## config.mk

```make
export PLATFORM = sky130hd
export DESIGN_NAME = rv32_mod_bus_arbiter
export DESIGN_NICKNAME = d
export VERILOG_FILES = /design/src/rtl/rv32_mod_bus_arbiter.sv
export SDC_FILE = /design/constraint.sdc
export NUM_CORES = 1
export LEC_CHECK = 0
export CAP_MARGIN = 15
export CELL_PAD_IN_SITES_DETAIL_PLACEMENT = 1
export CELL_PAD_IN_SITES_GLOBAL_PLACEMENT = 1
export CORE_MARGIN = 2
export CORE_UTILIZATION = 17
export DETAILED_ROUTE_END_ITERATION = 12
export GPL_ROUTABILITY_DRIVEN = 0
export HOLD_SLACK_MARGIN = 0.08
export PLACE_DENSITY_LB_ADDON = 0.1
export SETUP_SLACK_MARGIN = 0.5
export SLEW_MARGIN = 5
export SYNTH_ARGS = -nofsm -noshare
export SYNTH_HDL_FRONTEND = slang
export SYNTH_SLANG_ARGS = --single-unit
```

## constraint.sdc

```tcl
create_clock -name clk -period 5.6 [get_ports clk]
set_clock_uncertainty 0.15 [all_clocks]
set_input_delay 1.68 -clock clk [delete_from_list [all_inputs] [get_ports clk]]
set_output_delay 1.68 -clock clk [all_outputs]
set_load 0.05 [all_outputs]
```

## src/rtl/rv32_mod_bus_arbiter.sv

```systemverilog
// rv32_mod_bus_arbiter: shares one external memory port between instruction fetch
// (master 0) and load/store (master 1). A grant is held for a whole transaction,
// contention alternates between masters, and a stalled slave access is aborted
// with an error once TIMEOUT grant cycles have elapsed (TIMEOUT = 0 disables this).
// Latency: grant one cycle after a request is sampled; request and response paths
// are combinational through the granted master.
// Backpressure: a master holds mX_req until it sees mX_ack/mX_err; the slave stalls
// by withholding s_ack/s_err.
// Ports:
//   clk, reset_n                       clock, async active-low reset
//   mX_req/wr/be/addr/do               master X request fields (X = 0, 1)
//   mX_ack/err/di                      response to master X, zero unless granted
//   s_req/wr/be/addr/do                slave request, muxed from the granted master
//   s_ack/err/di                       slave response
//   grant                              one-hot registered grant (00 = idle)
//   timeout                            one-cycle pulse on a timeout abort
module rv32_mod_bus_arbiter #(
   parameter int TIMEOUT = 256,
   parameter bit PRIO_M1 = 1'b1
) (
   input  logic        clk,
   input  logic        reset_n,
   input  logic        m0_req,
   input  logic        m0_wr,
   input  logic [3:0]  m0_be,
   input  logic [31:0] m0_addr,
   input  logic [31:0] m0_do,
   output logic        m0_ack,
   output logic        m0_err,
   output logic [31:0] m0_di,
   input  logic        m1_req,
   input  logic        m1_wr,
   input  logic [3:0]  m1_be,
   input  logic [31:0] m1_addr,
   input  logic [31:0] m1_do,
   output logic        m1_ack,
   output logic        m1_err,
   output logic [31:0] m1_di,
   output logic        s_req,
   output logic        s_wr,
   output logic [3:0]  s_be,
   output logic [31:0] s_addr,
   output logic [31:0] s_do,
   input  logic        s_ack,
   input  logic        s_err,
   input  logic [31:0] s_di,
   output logic [1:0]  grant,
   output logic        timeout
);

   typedef enum logic [1:0] {
      IDLE = 2'b00,
      G0   = 2'b01,
      G1   = 2'b10
   } state_t;

   // Counter value during the last allowed grant cycle; only meaningful when enabled.
   localparam logic [15:0] CNT_LAST = 16'(TIMEOUT - 1);
   localparam bit          TO_EN    = (TIMEOUT != 0);

   state_t      state;
   state_t      state_nx;
   logic [15:0] cnt;
   logic        g0;
   logic        g1;
   logic        done;

   assign g0    = (state == G0);
   assign g1    = (state == G1);
   assign grant = state;

   // A real slave response always beats a coincident timeout.
   assign timeout = TO_EN && (g0 || g1) && (cnt == CNT_LAST) && !s_ack && !s_err;
   assign done    = (g0 || g1) && (s_ack || s_err || timeout);

   // Next-state: the completing master never re-wins directly, which gives
   // round-robin under contention; a dropped request abandons the grant.
   always_comb begin
      state_nx = state;
      unique case (state)
         IDLE: begin
            if (m1_req && (PRIO_M1 || !m0_req)) state_nx = G1;
            else if (m0_req)                    state_nx = G0;
            else                                state_nx = IDLE;
         end
         G0: begin
            if (done)         state_nx = m1_req ? G1 : IDLE;
            else if (!m0_req) state_nx = IDLE;
            else              state_nx = G0;
         end
         G1: begin
            if (done)         state_nx = m0_req ? G0 : IDLE;
            else if (!m1_req) state_nx = IDLE;
            else              state_nx = G1;
         end
         default: state_nx = IDLE;
      endcase
   end

   always_ff @(posedge clk or negedge reset_n) begin
      if (!reset_n) begin
         state <= IDLE;
         cnt   <= 16'd0;
      end else begin
         state <= state_nx;
         // Restart the budget on every fresh grant, including G0<->G1 hand-over.
         if (state_nx != IDLE && state_nx != state) cnt <= 16'd0;
         else if (state != IDLE)                    cnt <= cnt + 16'd1;
      end
   end

   // Slave request mux; s_req is withheld in the abort cycle.
   always_comb begin
      s_req  = 1'b0;
      s_wr   = 1'b0;
      s_be   = 4'd0;
      s_addr = 32'd0;
      s_do   = 32'd0;
      if (g0) begin
         s_req  = m0_req && !timeout;
         s_wr   = m0_wr;
         s_be   = m0_be;
         s_addr = m0_addr;
         s_do   = m0_do;
      end else if (g1) begin
         s_req  = m1_req && !timeout;
         s_wr   = m1_wr;
         s_be   = m1_be;
         s_addr = m1_addr;
         s_do   = m1_do;
      end
   end

   // Responses are steered only to the granted master; idle-time responses vanish.
   assign m0_ack = s_ack && g0;
   assign m1_ack = s_ack && g1;
   assign m0_err = (s_err || timeout) && g0;
   assign m1_err = (s_err || timeout) && g1;
   assign m0_di  = g0 ? s_di : 32'd0;
   assign m1_di  = g1 ? s_di : 32'd0;

endmodule
```

==> results <==
- The run finished with clean final reports.
- Row generation in the floorplan step produced 43 rows.
- Setup repair after global routing left no endpoint under its margin.
- In this run the mean area of a mapped cell was roughly 8.6 µm².
- The wire length per cell after detailed routing is roughly 22 µm.
- The initial core utilization is 0.1747.
- The critical path starts at m0_be[2].
- The source of the worst register-to-register timing path is grant[0].
- The number of global-route vias before repair was 3501.
- TritonCTS built the clock tree.
- The clock transition at the registers of the reported paths is roughly 0.050 ns.
- The worst-path maximum fanout is 1.
- The post-route minimum period is 5.068 ns.
- The number of maximum-capacitance violations is 0.
- After global routing the overflow that remains totals 0.
- Once detailed placement completed, the half-perimeter wirelength came to 14150 µm.
- The total die area is 0.01524 mm².
- Of the synthesized area, sequential elements account for 0.1858.
- In this run the tightest slew margin relative to its limit is 0.4355.
- The post-placement setup slack is 0.4575 ns.
- The largest net degree at the start of global routing is 46.
- Of the available clock period, the critical path in the final layout requires 0.9051.
- The critical path startpoint category is an input port.
- The hold buffer count at cts is 0.
- The remaining number of nets flagged by the antenna check after routing is 0.
- Synthesis produced a netlist with a net count of 462.
- In the final layout, the share of cells above drive strength 1 is 0.06873.
- Pin placement for this block handled about 320 I/O pins.
- For this run, the post-layout net count is 764.
- The cell taking the most area after synthesis is a22o_1.
- Setup slack closes at ~0.53 ns.
- Sorting the synthesized cells by area gives the leading types as a22o_1 25%, dfrtp_1 19%, and2_1 17%.
- In this run the most critical hold path is launched from cnt[15].
- The overall die width is 123.4 µm.
- The post-synthesis instance total is roughly 280.
- From synthesis to final layout, the design area changed by 142.5%.
- The number of failing hold endpoints at the final stage is 0.
- The placeable core area is 0.01388 mm².
- The element type at the critical path end is an output pin.
- The first global-routing pass estimated 23250 µm of wire.
- The clock insertion delay at the later pin of the skew report is 0.25 ns.
- Among all cell types in the netlist, the one instantiated most often is a22o_1.
- The share of total power dissipated in sequential elements is 0.049.
- The detailed router's first-iteration violation count is 157.
- The combinational share of power is 0.905.
- The distinct cell type count after synthesis is 44.
- The number of clock sinks is 18.
- The quantity of I/O buffers inserted on ports is 316.
- The most instantiated flip-flop cell in the synthesis netlist is dfrtp_1.
- Of the total power, the clock network draws 0.046.
- The number of warnings reported in the yosys synthesis log is 0.
- No sink is reached through more buffers than the 2 on the longest clock path.
- The overall routed net length is 17000 µm.
- Summed over all cells, the static leakage comes to approximately 2.3 nW.
- The fraction of registers with async set or reset after synthesis is 1.000.
- The switching power is 2.159 mW.
- The final-report max-slew violation count is 0.
- By count the netlist is led by 69 x a22o_1, 67 x and2_1, 23 x clkbuf_1.
- The initial antenna violation count is 3.
- In this run the number of H-tree levels came out at 1.
- The category of the critical setup timing path is in -> out.
- Counting the buffers created by CTS gives 3.
- The critical path data required time is 3.77 ns.
- Data on the critical path arrives at its endpoint at 3.24 ns.
- The type of the tightest min-delay check is reg -> reg.
- Setup violations remaining at the end of the flow were counted as 0.
- The root buffer cell chosen for the clock tree is clkbuf_16.
- The cell area that synthesis handed to floorplanning was 0.002425 mm².
- The detailed router placed about 3500 vias in this run.
- The peak supply drop is 190.2 µV.
- The die height is 123.4 µm.
- The global-route usage over all layers is 0.2071.
- After clock tree synthesis, the setup repair step added 0 buffers.
- Internal power comes to 1.294 mW.
- The number of enable flip-flop cells after synthesis is 0.
- Summed over all failing endpoints, the final setup total negative slack is 0 ns.
- For this run, the top clock speed supported by timing is 197.3 MHz.
- In the routed design, unresolved DRC markers number 0.
- The number of vias per cell is 4.601.
- The number of optimization iterations in the first detailed-route pass is 4.
- The fraction of post-synthesis cell area in the top cell type by area is 0.2492.
- The slew at the pin with the worst max-slew slack is between 0.8 and 0.9 ns.
- The switching portion of total power is 0.6252.
- Dividing total power by cell area gives a power density of 587.2 mW/mm².
- The synthesized flop and latch total is 18.
kinds of logic after synthesis:
family	Yosys count	synth area share
adder cells (fa/ha/maj)	5	0.02580
multiplexers	2	0.008772
AND/OR/NAND/NOR	111	0.2802
XOR/XNOR	15	0.05418
buffers and inverters	33	0.05934
flip-flops	18	0.1858
AO/OA/AOI/OAI	97	0.3860
through the flow:
step                hold WS, ns  instance area [µm²]  utilization  std cells  power [mW]
global route             0.4498                 5876       0.4233        762       3.598
floorplan                0.3728                 2427            -        281       2.197
CTS                      0.4169                 5864       0.4225        762       3.486
detailed placement       0.4068                 5781       0.4164        758       3.327
global placement         0.3976                 5781       0.4164        758       3.307
finish                   0.4176                 5881       0.4237        764       3.453
power by group through the flow:
stage | Combinational, mW | Sequential (mW) | Clock, mW
global route | 3.25 | 0.174 | 0.169
global placement | 3.14 | 0.172 | 0
detailed placement | 3.15 | 0.173 | 0
floorplan | 2.01 | 0.188 | 0
finish | 3.12 | 0.170 | 0.159
CTS | 3.15 | 0.171 | 0.163
worst max-delay path: stages:
cell             delay [ns]
clkdlybuf4s50_1        0.49
a22o_1                 0.22
clkdlybuf4s50_1        0.85
layout by cell type (no fill, tap or decap), types with 2 or more instances in the layout:
| master | instances |
|---|---|
| ha_1 | 4 |
| dlygate4sd2_1 | 4 |
| xnor2_1 | 7 |
| diode_2 | 2 |
| a221oi_1 | 6 |
| a221oi_2 | 9 |
| nand2_1 | 12 |
| clkbuf_16 | 3 |
| dfrtp_1 | 18 |
| inv_1 | 6 |
| nor2_1 | 6 |
| clkdlybuf4s50_1 | 306 |
| nor2b_1 | 2 |
| o21a_1 | 3 |
| and4_1 | 2 |
| nand2b_1 | 2 |
| dlymetal6s2s_1 | 2 |
| xor2_1 | 8 |
| a22o_1 | 69 |
| buf_4 | 11 |
| nand4b_1 | 2 |
| and2_1 | 67 |
| nand3_1 | 2 |
| nand4_1 | 4 |
state kept, by name (all words and copies together) (netlist names):
signal / count
cnt: 16
grant: 2
what timing repair did:
| action | CTS | global route |
|---|---|---|
| resized for setup | 4 | 3 |
| gates cloned | 0 | 0 |
| setup endpoints to repair | 4 | 4 |
routing by layer:
metal	vias up	wire, µm	GRT usage
li1	1673	-	-
met5	-	0	0
met2	127	8548	0.3623
met3	14	1383	0.05858
met4	0	255	0.03835
met1	1701	6814	0.2538
final cells by class:
| class | instances | area [µm²] |
|---|---|---|
| well taps | 180 | 225.2 |
| diodes | 2 | 5.005 |
| fillers | 1577 | 8000 |
| repair buffers | 324 | 3226 |
| flip-flops and latches | 18 | 450.4 |
| clock buffers | 4 | 88.84 |
| inverters | 6 | 22.52 |
| multi-input cells | 230 | 1863 |
final timing paths:
| path | endpoint | cells past startpoint | slack, ns |
|---|---|---|---|
| min in group asynchronous | cnt[7] | 1 | 1.77 |
| setup / recovery | s_be[2] | 3 | 0.53 |
| hold reg to reg | cnt[15] | 2 | 0.42 |
| max in group asynchronous | cnt[3] | 1 | 3.01 |
| hold / removal | cnt[15] | 2 | 0.42 |
| setup reg to reg | cnt[1] | 7 | 1.82 |
No activity file was read; power rests on OpenSTA's default activity.
